**src/rtl/acc_axis_pkg.sv**
```systemverilog
// -----------------------------------------------------------------------------
// acc_axis_pkg
//
// Types and defaults shared by the step-sum accumulator and the
// lane serializer that sits after it on the AXI-Stream path.
//
//   DEF_LANES   : default number of lanes in one accumulator result beat
//   DEF_DATA_W  : default width of one lane
//   lane_vec_t  : one multi-lane result beat at the default geometry,
//                 lane 0 in the least significant slot
//   ser_state_e : serializer control states
// -----------------------------------------------------------------------------
package acc_axis_pkg;

    localparam int DEF_LANES  = 2;
    localparam int DEF_DATA_W = 7;

    typedef logic [DEF_LANES-1:0][DEF_DATA_W-1:0] lane_vec_t;

    // IDLE : no beat held, input side is open
    // SEND : a held beat is being replayed one lane at a time
    typedef enum logic {
        IDLE = 1'b0,
        SEND = 1'b1
    } ser_state_e;

endpackage : acc_axis_pkg

```
**src/rtl/acc_lane_serializer.sv**
```systemverilog
// -----------------------------------------------------------------------------
// acc_lane_serializer
//
// Accepts one LANES x DATA_W result beat per input handshake and replays it
// as LANES single-lane beats on a narrow AXI-Stream master, lane 0 first.
// Packet framing is carried through on the last lane of a beat, and every
// accepted output beat that closes a packet bumps a wrapping packet counter.
// With m_ready held high the output streams one lane per cycle, and a new
// input beat can be taken in the same cycle the last lane leaves, so
// back-to-back input beats produce an unbroken m_valid stream.
//
// Ports
//   clk      : single clock, all state on the rising edge
//   rstn     : asynchronous active-low reset
//   s_valid  : input beat valid
//   s_ready  : input beat ready (0 while rstn is low)
//   s_data   : LANES result lanes, lane 0 in the low slot
//   s_last   : input beat ends a packet
//   m_valid  : output lane valid
//   m_ready  : output lane ready
//   m_data   : current lane value (bit-exact copy of the input lane)
//   m_lane   : index of the lane currently on m_data
//   m_last   : set only on lane LANES-1 of a beat that carried s_last
//   pkt_cnt  : number of accepted output beats with m_last, wraps
// -----------------------------------------------------------------------------
module acc_lane_serializer
    import acc_axis_pkg::*;
#(
    parameter int LANES  = DEF_LANES,
    parameter int DATA_W = DEF_DATA_W,
    parameter int CNT_W  = 16
) (
    input  logic                          clk,
    input  logic                          rstn,
    input  logic                          s_valid,
    output logic                          s_ready,
    input  logic [LANES-1:0][DATA_W-1:0]  s_data,
    input  logic                          s_last,
    output logic                          m_valid,
    input  logic                          m_ready,
    output logic [DATA_W-1:0]             m_data,
    output logic [$clog2(LANES)-1:0]      m_lane,
    output logic                          m_last,
    output logic [CNT_W-1:0]              pkt_cnt
);

    localparam int                LANE_W    = $clog2(LANES);
    localparam logic [LANE_W-1:0] LAST_LANE = LANE_W'(LANES - 1);

    // -------------------------------------------------------------------------
    // State
    // -------------------------------------------------------------------------
    ser_state_e                  state_q,     state_d;
    logic [LANE_W-1:0]           lane_q,      lane_d;
    logic [LANES-1:0][DATA_W-1:0] hold_data_q, hold_data_d;
    logic                        hold_last_q, hold_last_d;
    logic [CNT_W-1:0]            pkt_cnt_q,   pkt_cnt_d;

    // Ready to take a new beat, before the reset gate is applied.
    logic take_ok;
    logic on_last_lane;
    logic out_fire;

    // -------------------------------------------------------------------------
    // Next-state and outputs
    // -------------------------------------------------------------------------
    always_comb begin
        state_d     = state_q;
        lane_d      = lane_q;
        hold_data_d = hold_data_q;
        hold_last_d = hold_last_q;
        pkt_cnt_d   = pkt_cnt_q;

        m_valid     = 1'b0;
        m_data      = '0;
        m_lane      = '0;
        m_last      = 1'b0;
        take_ok     = 1'b0;

        on_last_lane = (lane_q == LAST_LANE);

        unique case (state_q)
            IDLE: begin
                take_ok = 1'b1;
                if (s_valid) begin
                    hold_data_d = s_data;
                    hold_last_d = s_last;
                    lane_d      = '0;
                    state_d     = SEND;
                end
            end

            SEND: begin
                m_valid = 1'b1;
                m_data  = hold_data_q[lane_q];
                m_lane  = lane_q;
                m_last  = hold_last_q && on_last_lane;

                if (m_ready) begin
                    if (!on_last_lane) begin
                        lane_d = lane_q + LANE_W'(1);
                    end else begin
                        // The last lane is leaving this cycle, so the holding
                        // register is free to take the next beat right now.
                        take_ok = 1'b1;
                        if (s_valid) begin
                            hold_data_d = s_data;
                            hold_last_d = s_last;
                            lane_d      = '0;
                        end else begin
                            state_d = IDLE;
                        end
                    end
                end
            end

            default: begin
                state_d = IDLE;
            end
        endcase

        out_fire = m_valid && m_ready && m_last;
        if (out_fire) begin
            pkt_cnt_d = pkt_cnt_q + CNT_W'(1);
        end
    end

    // s_ready never looks at s_valid; the rstn term keeps the input side
    // closed for the whole time reset is held, not just until the next edge.
    assign s_ready = rstn && take_ok;
    assign pkt_cnt = pkt_cnt_q;

    // -------------------------------------------------------------------------
    // Registers
    // -------------------------------------------------------------------------
    always_ff @(posedge clk or negedge rstn) begin
        if (!rstn) begin
            state_q     <= IDLE;
            lane_q      <= '0;
            hold_data_q <= '0;
            hold_last_q <= 1'b0;
            pkt_cnt_q   <= '0;
        end else begin
            state_q     <= state_d;
            lane_q      <= lane_d;
            hold_data_q <= hold_data_d;
            hold_last_q <= hold_last_d;
            pkt_cnt_q   <= pkt_cnt_d;
        end
    end

endmodule : acc_lane_serializer

```
**config.mk**
```make
export PLATFORM = sky130hd
export DESIGN_NAME = acc_lane_serializer
export DESIGN_NICKNAME = d
export VERILOG_FILES = /design/src/rtl/acc_axis_pkg.sv /design/src/rtl/acc_lane_serializer.sv
export SDC_FILE = /design/constraint.sdc
export NUM_CORES = 1
export LEC_CHECK = 0
export ABC_AREA = 1
export CORE_MARGIN = 10
export CORE_UTILIZATION = 48
export CTS_CLUSTER_SIZE = 12
export DETAILED_ROUTE_END_ITERATION = 7
export MAX_ROUTING_LAYER = met4
export PLACE_DENSITY = 0.76
export REMOVE_ABC_BUFFERS = 1
export SLEW_MARGIN = 20
export SYNTH_ARGS = -nofsm -noshare
export SYNTH_HDL_FRONTEND = slang
export SYNTH_SLANG_ARGS = --single-unit
```
**constraint.sdc**
```tcl
create_clock -name clk -period 1.5 [get_ports clk]
set_input_delay 0.225 -clock clk [delete_from_list [all_inputs] [get_ports clk]]
set_output_delay 0.225 -clock clk [all_outputs]
set_load 0.02 [all_outputs]
```
Word-level counts from Yosys, hierarchy flattened
Cells that the tools add are included.
W data, S select, Z words.
{"block": "classes", "addsub": 2, "magnitude_cmp": 1, "eq_ne": 3, "muxes": 26, "bitwise": 1, "n_reduce_logical": 6}
{"cell": "$mux W14", "count": 3}
{"cell": "$pmux W14 S2", "count": 1}
{"cell": "$mux W7", "count": 3}
{"cell": "$add A16 B1 Y16 const B", "count": 1}
{"cell": "$mux W1", "count": 15}
{"cell": "$pmux W1 S2", "count": 4}
{"cell": "$logic_and A1 B1 Y1", "count": 4}
{"cell": "$ne A2 B2 Y1 const B", "count": 2}
{"cell": "$reduce_and A2 Y1", "count": 2}
{"cell": "$lt A1 B2 Y1 const B", "count": 1}
{"cell": "$ne A2 B1 Y1 const B", "count": 1}
{"cell": "$add A1 B1 Y1 const B", "count": 1}
{"cell": "$not A1 Y1", "count": 1}
{"block": "word_totals", "ff_bits": 33, "out_inout_bits": 27, "word_cells": 45}

Depth between registers and ports, before layout
{"block": "logic_depth", "ltp_word": 4, "ltp_mapped": 8}

Worst setup path before layout
Ideal clock, no wire load.
{"block": "synth_timing", "kind": "register -> output", "startpoint": "register state_q", "endpoint": "output m_data[0]", "arrival_time_ns": 1.289, "required_time_ns": 1.275, "path_slack_ns": -0.014, "stages_incl_launch_ff": 6, "n_path_buf": 1, "path_cell_list": "dfrtp_1 buf_6 nand2_4 clkinv_1 nand2_1 nand2_1"}
{"block": "synth_between", "elab_chain_cells": 1}
{"element": "start, declared", "line": "acc_lane_serializer.sv:53", "source": "ser_state_e state_q, state_d;"}
{"element": "start signal, assigned", "line": "acc_lane_serializer.sv:144", "source": "state_q <= state_d;"}
{"element": "$mux W7", "line": "acc_lane_serializer.sv:82", "source": "unique case (state_q)"}
{"element": "end, declared", "line": "acc_lane_serializer.sv:41", "source": "output logic [DATA_W-1:0] m_data,"}
No other way between the ends.

Final worst setup path
{"block": "layout_timing", "startpoint": "register state_q", "endpoint": "output m_valid"}
{"block": "layout_between", "elab_chain_cells": 1}
{"element": "$mux W1", "line": "acc_lane_serializer.sv:82"}
{"element": "end, declared", "line": "acc_lane_serializer.sv:39", "source": "output logic m_valid,"}
No other way between the ends.

==> impl_metrics.json <==
{
  "syn-cell-area_mm2": 0.00175,
  "final-instance-count-excl-fill": 332,
  "placed_cell_area_mm2": 0.00234,
  "setup_viol": 0,
  "min_path_type": "in -> async",
  "die_h_um": 80.5,
  "cts-buffers-inserted": 5,
  "min_period_over_period_pct": 98.4,
  "leakagePower_nw": 1.28,
  "cts_tree": "yes",
  "clk_path_buf_depth": 2,
  "io_buffers": 45,
  "hold_viol": 0,
  "vias": 1610,
  "die_area_mm2": 0.00647,
  "timing.final.crit_period_ns": 1.48,
  "peakVddDrop_uv": 1310,
  "nNetsFinal": 305,
  "grt_overflow": 0,
  "multiInputGateArea_um2": 826,
  "drt_iter0_drc": 104,
  "drive_above_1_share_pct": 17.8,
  "route.detailed.drc": 0,
  "ys_seq_area_share_pct": 47.1,
  "synthCells": 223,
  "total_power_mw": 3.80,
  "cp-startpoint": "state_q",
  "cp_max_fo": 5,
  "register_area_um2": 827,
  "crit_type": "reg -> out",
  "grt_start_max_net_pins": 34,
  "maxCapViolations": 0,
  "die_w_um": 80.5,
  "tightest_slew_ns": 0.418,
  "clkLatencyLatePin_ns": 0.29,
  "max_slew_margin_pct": 72.2,
  "syn_avg_cell_area_um2": 7.87,
  "end_kind": "primary output",
  "clock-sinks": 33,
  "dr.pass1.iters": 4,
  "final_core_util_pct": 69.8,
  "crit_required_ns": 1.27,
  "start_util_pct": 51.0,
  "syn2layout_area_growth_pct": 37.0,
  "p_per_area_mw_per_mm2": 1580,
  "grt_usage_pct": 14.1,
  "rows": 21,
  "clk_pin_slew_ns": 0.07,
  "drt-total-wl_mm": 4.31,
  "ys_ff_latch": 33,
  "post_drt_wl_per_cell_um": 13.0,
  "dpl.cell_count": 324,
  "ant_nets": 0,
  "core_mm2": 0.00344,
  "place_congestion": 0.872,
  "grt_pass1_vias": 1681,
  "post_synth_num_cell_types": 27,
  "pre_cts_ws_ns": -0.498,
  "rsz0062_at_grt": "true",
  "final_area_mm2": 0.00240,
  "num_antenna_cells": 0,
  "slew_violations": 0,
  "fmax_mhz": 678,
  "fillCellCount": 316,
  "start_kind": "register",
  "worstPathArrival_ns": 1.25,
  "htree_num_levels": 2,
  "cp-endpoint": "m_valid",
  "synthArstFlopShare_pct": 100,
  "ys_warn_count": 0,
  "synth_ff_type": "dfrtp_1",
  "reg2reg_depth": 9,
  "viasPerCell": 4.85,
  "io_pins": 46,
  "outcome": "finished, final reports clean",
  "place_hpwl_mm": 3.23,
  "postCtsSetupBuffers": 0,
  "timing.rr.start": "state_q",
  "grt_pass1_wl_mm": 7.16,
  "tns_ns": 0,
  "ff2ff_setup_slack_ns": 0.09,
  "r2r-end": "pkt_cnt[9]",
  "synth_edf_count": 0,
  "antenna_found_initial": 0,
  "finClkSkew_ns": 0.00514,
  "timing.hold.ws_ns": 0.421,
  "setup_ws_ns": 0.0241,
  "root_buffer": "clkbuf_8"
}
[cells in the final DEF, fill, tap and decap left out, drive strengths merged, types with 3 or more instances in the layout]
master,instances
o21ai,3
nand4,6
inv,21
clkbuf,8
nand3,33
dfrtp,33
xor2,3
buf,22
xnor2,3
clkdlybuf4s50,18
nor2,19
dlygate4sd2,16
nand3b,3
nand2,88
[synthesized netlist by cell type, types with 2 or more instances]
| cell | n | area [µm²] |
|---|---|---|
| inv_2 | 2 | 7.51 |
| nand2_1 | 82 | 308 |
| nand4_1 | 6 | 37.5 |
| o21ai_1 | 2 | 10.0 |
| nand2_4 | 2 | 22.5 |
| xnor2_1 | 3 | 26.3 |
| nor2_1 | 13 | 48.8 |
| dfrtp_1 | 33 | 826 |
| nand2_2 | 4 | 25.0 |
| inv_1 | 19 | 71.3 |
| nand3_1 | 33 | 165 |
| xor2_1 | 3 | 26.3 |
| buf_2 | 2 | 10.0 |
| nand3b_1 | 3 | 22.5 |
| nor2_2 | 3 | 18.8 |
| nor2_4 | 2 | 22.5 |
[cell type report]
class	count	area share, %
flip-flops and latches	33	34.4
repair buffers	59	21.0
multi-input cells	164	34.4
clock inverters	1	0.208
well taps	46	2.39
clock buffers	7	4.01
inverters	22	3.64
[state kept, by name, summed over array words and instances, names as in the netlist]
name,flops
lane_q,1
state_q,1
hold_data_q,14
pkt_cnt,16
hold_last_q,1
[worst min-delay path by stage]
stage,start,endpoint,slack (ns),cells after the start
after global routing,rstn,pkt_cnt[2],0.49,2
after global placement,hold_data_q[4],hold_data_q[4],0.45,2
after detailed placement,hold_data_q[11],hold_data_q[11],0.46,2
after floorplan,rstn,hold_data_q[0],-0.07,0
final,rstn,hold_data_q[3],0.42,2
after CTS,rstn,pkt_cnt[0],0.45,2
[routing by layer]
layer	up-vias	track usage [%]	wire [µm]
met5	-	-	0
met4	0	6.87	110
met3	11	5.12	359
met2	50	22.3	1950
met1	718	15.2	1890
li1	831	-	-
[power by group]
group	switching [mW]	internal (mW)	total (mW)
logic	0.992	0.653	1.64
clock network	0.329	0.415	0.744
registers	0.232	1.18	1.41
[what timing repair did]
item	CTS	global route
hold buffers	0	0
pin swaps	0	0
endpoints found under the setup margin	26	11
gates resized for setup	57	8
[kinds of logic (layout without fill, tap and decap cells)]
| group | Yosys count | count (layout) | share of synthesized area, % |
|---|---|---|---|
| buf+inv | 26 | 89 | 6.13 |
| fa+ha+maj | 1 | 1 | 0.713 |
| simple gates | 151 | 151 | 40.7 |
| compound gates | 6 | 6 | 2.43 |
| xor+xnor | 6 | 6 | 3.00 |
| flops | 33 | 33 | 47.1 |
[critical path: stages (launching register included)]
cell and delay, ns:
dfrtp_2 0.46, buf_4 0.17, dlygate4sd2_1 0.33
Power figures use the tool's default switching activity.
